===== config.mk =====
export PLATFORM = sky130hd
export DESIGN_NAME = tbuf_bus_arbiter
export DESIGN_NICKNAME = d
export VERILOG_FILES = /design/src/rtl/tbuf_bus_arbiter.sv
export SDC_FILE = /design/constraint.sdc
export NUM_CORES = 1
export LEC_CHECK = 0
export BUFFER_PORTS_ARGS = -buffer_cell sky130_fd_sc_hd__buf_2
export CORE_UTILIZATION = 55
export DETAILED_ROUTE_END_ITERATION = 7
export GPL_ROUTABILITY_DRIVEN = 0
export PLACE_DENSITY_LB_ADDON = 0.3
export SLEW_MARGIN = 20
export SYNTH_ARGS = -nofsm -noshare
export SYNTH_HDL_FRONTEND = slang
export SYNTH_SLANG_ARGS = --single-unit

===== constraint.sdc =====
create_clock -name CLK -period 2.4 [get_ports CLK]
set_input_delay 0.72 -clock CLK [delete_from_list [all_inputs] [get_ports CLK]]
set_output_delay 0.72 -clock CLK [all_outputs]
set_load 0.01 [all_outputs]

===== src/rtl/tbuf_bus_arbiter.sv =====
// Round-robin owner selection for a shared tristate bus, driving registered
// complementary EN/EN_BAR pairs with a break-before-make turnaround gap.
module tbuf_bus_arbiter #(
   parameter int N        = 4,
   parameter int TURN     = 1,
   parameter int MAX_HOLD = 8
) (
   input  logic                 CLK,
   input  logic                 RST,
   input  logic [N-1:0]         REQ,
   output logic [N-1:0]         GNT,
   output logic [N-1:0]         EN,
   output logic [N-1:0]         EN_BAR,
   output logic [$clog2(N)-1:0] OWNER,
   output logic                 BUSY
);

   localparam int OW = $clog2(N);

   typedef enum logic [1:0] {
      ST_IDLE,
      ST_DRIVE,
      ST_TURN
   } state_t;

   state_t        r_state;
   logic [N-1:0]  r_gnt;
   logic [N-1:0]  r_en;
   logic [N-1:0]  r_enBar;
   logic [OW-1:0] r_owner;
   logic          r_busy;
   logic [OW-1:0] r_ptr;
   logic [7:0]    r_hold;
   logic [2:0]    r_turn;

   logic [OW-1:0] w_pick;
   logic          w_found;
   logic [N-1:0]  w_pickOneHot;
   logic          w_anyReq;
   logic          w_ownerReq;
   logic          w_othersReq;
   logic [7:0]    w_holdNext;
   logic [OW-1:0] w_nextPtr;
   logic          w_release;

   // Round-robin pick: lowest requester at or above the pointer, else wrap to the lowest overall.
   always_comb begin
      w_pick  = '0;
      w_found = 1'b0;
      for (int i = 0; i < N; i++) begin
         if (!w_found && REQ[i] && (OW'(i) >= r_ptr)) begin
            w_pick  = OW'(i);
            w_found = 1'b1;
         end
      end
      for (int i = 0; i < N; i++) begin
         if (!w_found && REQ[i]) begin
            w_pick  = OW'(i);
            w_found = 1'b1;
         end
      end
      w_pickOneHot = '0;
      for (int i = 0; i < N; i++) begin
         w_pickOneHot[i] = (w_pick == OW'(i));
      end
   end

   // The hold counter reaches MAX_HOLD at the edge that completes the owner's MAX_HOLD-th cycle.
   assign w_anyReq    = |REQ;
   assign w_ownerReq  = |(REQ & r_gnt);
   assign w_othersReq = |(REQ & ~r_gnt);
   assign w_holdNext  = (r_hold >= 8'(MAX_HOLD)) ? r_hold : r_hold + 8'd1;
   assign w_nextPtr   = (r_owner == OW'(N - 1)) ? '0 : r_owner + 1'b1;
   assign w_release   = !w_ownerReq || ((w_holdNext == 8'(MAX_HOLD)) && w_othersReq);

   always_ff @(posedge CLK or posedge RST) begin
      if (RST) begin
         r_state <= ST_IDLE;
         r_gnt   <= '0;
         r_en    <= '0;
         r_enBar <= '1;
         r_owner <= '0;
         r_busy  <= 1'b0;
         r_ptr   <= '0;
         r_hold  <= '0;
         r_turn  <= '0;
      end else begin
         case (r_state)
            ST_IDLE: begin
               if (w_anyReq) begin
                  r_gnt   <= w_pickOneHot;
                  r_en    <= w_pickOneHot;
                  r_enBar <= ~w_pickOneHot;
                  r_owner <= w_pick;
                  r_hold  <= '0;
                  r_busy  <= 1'b1;
                  r_state <= ST_DRIVE;
               end
            end
            ST_DRIVE: begin
               if (w_release) begin
                  r_gnt   <= '0;
                  r_en    <= '0;
                  r_enBar <= '1;
                  r_ptr   <= w_nextPtr;
                  r_turn  <= '0;
                  r_state <= ST_TURN;
               end else begin
                  r_hold <= w_holdNext;
               end
            end
            ST_TURN: begin
               if (r_turn == 3'(TURN - 1)) begin
                  if (w_anyReq) begin
                     r_gnt   <= w_pickOneHot;
                     r_en    <= w_pickOneHot;
                     r_enBar <= ~w_pickOneHot;
                     r_owner <= w_pick;
                     r_hold  <= '0;
                     r_state <= ST_DRIVE;
                  end else begin
                     r_busy  <= 1'b0;
                     r_state <= ST_IDLE;
                  end
               end else begin
                  r_turn <= r_turn + 3'd1;
               end
            end
            default: begin
               r_gnt   <= '0;
               r_en    <= '0;
               r_enBar <= '1;
               r_busy  <= 1'b0;
               r_state <= ST_IDLE;
            end
         endcase
      end
   end

   assign GNT    = r_gnt;
   assign EN     = r_en;
   assign EN_BAR = r_enBar;
   assign OWNER  = r_owner;
   assign BUSY   = r_busy;

endmodule


## Yosys cells after proc, flatten, opt, wreduce, memory -nomap -nowiden

Index checks and enable logic that the tools add are counted.

- Flip-flop bits (word level): 30
- Bits of input ports: 6
- Output and inout bits: 15
- Word-level logic and storage cells: 118

- Add/sub/neg operators: 3
- Order comparisons: 5
- Eq/ne operators: 13
- Multiplexer cells: 46
- Bitwise operators: 5
- Reductions and logical operators: 37

Operator list:

| operator | number |
|---|---|
| $pmux 4 s3 | 3 |
| $mux 4 | 8 |
| $mux 8 | 4 |
| $mux 2 | 12 |
| $pmux 8 s3 | 1 |
| $logic_and 1x1->1 | 12 |
| $mux 1 | 12 |
| $ne 2x2->1 const B | 6 |
| $reduce_or 4->1 | 3 |
| $reduce_and 3->1 | 3 |
| $add 8x1->8 const B | 1 |
| $and 4x4->4 | 2 |
| $eq 2x2->1 const B | 4 |
| $eq 8x4->1 const B | 1 |
| $ge 8x4->1 const B | 1 |
| $logic_not 1->1 | 8 |
| $not 4->4 | 2 |
| $mux 3 | 2 |
| $pmux 2 s3 | 1 |
| $pmux 3 s2 | 1 |
| $reduce_and 2->1 | 3 |
| $eq 2x1->1 const B | 2 |
| $ge 1x2->1 const A | 2 |
| $ge 2x2->1 const A | 2 |
| other kinds (11) | 13 |

## Depth between registers and ports, before layout

- Depth in word-level cells: 32
- Mapped depth: 9

## Least setup slack after synthesis

Ideal clock, no wire load.

- Path kind: register to register
- Start point: register r_hold[0]
- End point: register r_ptr[0]
- Setup time: 0.127 ns
- Arrival: 1.924 ns
- Data required time: 2.273 ns
- Path slack: 0.348 ns
- Stages on the path, launching flop included: 7
- Cells stage by stage: dfrtp_1 ha_1 nor2b_1 a21o_1 a2111oi_4 o21a_4 mux2_1

- Longest elaborated chain between the ends: 6
- Elaborated cells on any way between the ends: 7
- Classes of those cells: add/sub (1); order compare (1); eq/ne (1); mux (1); reduce/logical (3)

RTL lines:

| what | line | source |
|---|---|---|
| start, declared | 33 | `logic [7:0] r_hold;` |
| start signal, assigned | 109 | `r_hold <= w_holdNext;` |
| $add 8x1->8 or $ge 8x4->1 (tied branches) | 72 | `assign w_holdNext = (r_hold >= 8'(MAX_HOLD)) ? r_hold : r_hold + 8'd1;` |
| $mux 8 * | 72 |  |
| $eq 8x4->1 * | 74 | `assign w_release = !w_ownerReq \|\| ((w_holdNext == 8'(MAX_HOLD)) && w_othersReq);` |
| $logic_and 1x1->1 * | 74 |  |
| $logic_or 1x1->1 * | 74 |  |
| $reduce_and 2->1 (no source line) * | n/a |  |
| end signal, assigned | 105 | `r_ptr <= w_nextPtr;` |
| end, declared | 32 | `logic [OW-1:0] r_ptr;` |

Mark *: on every way between the ends. The rest lies on a longest branch, timed or not.
A chain may end at the register's enable or synchronous reset.

## Worst setup path after layout

- Start point: register r_hold[0]
- End point: register r_ptr[1]

Same word-level chain as after synthesis.

==> results.cfg <==
[floorplan]
rows = 18
fp.dieArea_um2 = 2800
initial_core_util = 0.581
die_h_um = 52.9
core-area_um2 = 2450
io_pins = 21
die_w_um = 52.9

[route]
finalWirelength_um = 2640
vias = 1034
wl_per_cell_um = 14.0
drt-pass1-iter-count = 4
remaining_drc_errors = 0
drtAntennaViolNets = 0
drtIter0Drc = 18
via_per_inst = 5.50

[final_layout]
area_growth_pct = 11.7
multiInputGateArea_um2 = 692
regArea_um2 = 656
stdcell_area_um2 = 1590
num-fill-cells = 198
nNetsFinal = 170
drive_gt1_frac = 0.259
num_antenna_cells = 0

[timing]
setup-tns-final_ns = 0
fin_crit_sh = 0.922
worstMarginPinSlew_ns = 0.553
relSlewSlack = 0.631
rsz0062_at_grt = false
fin_ws_ns = 0.188
setup_violations = 0
hold_viol = 0
min_period_ns = 2.21
skew_ns = 0.00398
hold_ws_ns = 0.408
clock.fmax_mhz = 452
drv_slew = 0

[synth]
yosysMostFrequentCell = dfrtp_1
synth_commonest_cells = 22 x dfrtp_1, 11 x inv_1, 9 x nand2_1, 9 x nor2_1, 9 x nor2b_1
ys_warn_count = 0
synth_nets = 147
ys.flop_type = dfrtp_1
postSynthAreaPerCell_um2 = 10.5
synth_top_area_frac = 0.386
synth-seq-cells = 26
synth_area_um2 = 1430
synth_cell_type_count = 46
async_reset_ff_frac = 1.00
synth_area_leaders = dfrtp_1 39%, dfstp_2 7.4%, ha_1 4.4%
synth_edf_count = 0
syn_inst = 136
yosysTopAreaCell = dfrtp_1
synth_seq_area_share = 0.460

[cts]
cts.repair.resized = 0
clk_pin_slew_ns = 0.14
root_buffer = clkbuf_4
cts_tree = built
clock_latency_ns = 0.33
htreeDepth = 1
post-cts-setup-buffers = 0
ctsHoldBuffers = 0
numClockSinks = 26
cts_buffers = 3
cts_buffer_depth = 2

[power]
peakVddDrop_mv = 0.753
powerDensity_nw_per_um2 = 1050
p_leak_uw = 0.000734

[global_route]
grt_pass1_wl_um = 4340
gr-total-overflow = 0
groute.usage.overall = 0.214
grt_max_degree = 16
antenna_found_initial = 0
grt_pass1_vias = 987

[critical_path]
slowest_delay_ns = 0.50
worstPathCellList = ha_1 > nor2b_1 > a21o_1 > a2111oi_4 > o21a_4 > mux2_1
start_kind = flip-flop
required_ns = 2.63
crit_type = reg2reg
end_kind = flip-flop
slowest_stage = a2111oi_4
critPathMaxFanout = 6
worstPathArrival_ns = 2.44

[status]
outcome = complete, no violations

[placement]
dpl.hpwl_um = 2020
port_buffers = 20
placed_cell_area_um2 = 1560
dpl_worst_slack_ns = 0.0801

[hold_path]
hold_path_class = in2async

[flow_run]
drv_cap = 0
[layer usage]
layer	vias to the layer above	share of wire	track usage
met5	-	0	0
met4	0	0.012	0.0789
met3	5	0.028	0.0374
met2	18	0.48	0.348
met1	496	0.48	0.283
li1	515	-	-
[power breakdown]
part	internal (µW)	leakage, µW	switching (µW)
Combinational	338	0.000383	383
Sequential	586	0.000331	138
Clock	92.9	0.0000210	136
[registers in the layout, indices dropped and copies added (netlist names)]
name,count
r_hold,8
EN_BAR,4
GNT,4
r_turn,3
OWNER,2
r_ptr,2
r_state,2
BUSY,1
[logic make-up after synthesis]
logic type,after synthesis,share of synthesized area
buffers and inverters,17,0.0553
muxes,3,0.0237
and+or+nand+nor,47,0.193
xor gates and xnor gates,3,0.0184
AOI/OAI and AO/OA,35,0.206
adders and majority gates,5,0.0439
DFF,26,0.460
[critical path: cells and delay by family (launching register included)]
| kind | cells | cell delay [ns] |
|---|---|---|
| fa+ha+maj | 1 | 0.22 |
| compound gates | 3 | 0.94 |
| flops | 1 | 0.48 |
| simple gates | 1 | 0.15 |
| mux | 1 | 0.32 |
[final timing paths]
check / slack (ns) / cells after the start / from / end
min: 0.41 / 2 / RST / GNT[2]
min in group CLK: 0.51 / 1 / BUSY / BUSY
max in group asynchronous: 1.42 / 3 / RST / r_turn[2]
max reg2reg: 0.19 / 6 / r_hold[0] / r_ptr[1]
max: 0.19 / 6 / r_hold[0] / r_ptr[1]
min reg2reg: 0.51 / 1 / BUSY / BUSY
[final cells by class]
| type | count | area share |
|---|---|---|
| Clock buffer | 4 | 0.0228 |
| Inverter | 11 | 0.0259 |
| Multi-Input combinational cell | 93 | 0.434 |
| Sequential cell | 26 | 0.412 |
| Tap cell | 30 | 0.0236 |
| Timing Repair Buffer | 24 | 0.0817 |
[metrics by stage]
stage | cells | power, µW | util
floorplan | 136 | 1230 | -
global placement | 184 | 1440 | 0.634
detailed placement | 184 | 1460 | 0.634
CTS | 188 | 1680 | 0.649
global route | 188 | 1790 | 0.649
finish | 188 | 1680 | 0.649
[cells in the final DEF, fill, tap and decap left out, types with 2 or more instances in the layout]
master	synthesis	final
mux2_1	3	3
ha_1	5	5
o21ai_0	4	4
buf_4	4	4
nor2_1	9	9
o21ai_1	4	4
inv_1	11	11
a21o_1	3	3
nand2_1	9	9
nor2b_1	9	9
and2_1	4	4
o21bai_1	2	2
dfstp_2	4	4
nand2b_1	4	4
buf_2	0	20
nor3_1	2	2
o21a_1	3	3
dfrtp_1	22	22
clkbuf_4	0	3
a32oi_1	2	2
a21oi_1	3	3
xor2_1	2	2
No activity file was read; power rests on OpenSTA's default activity.
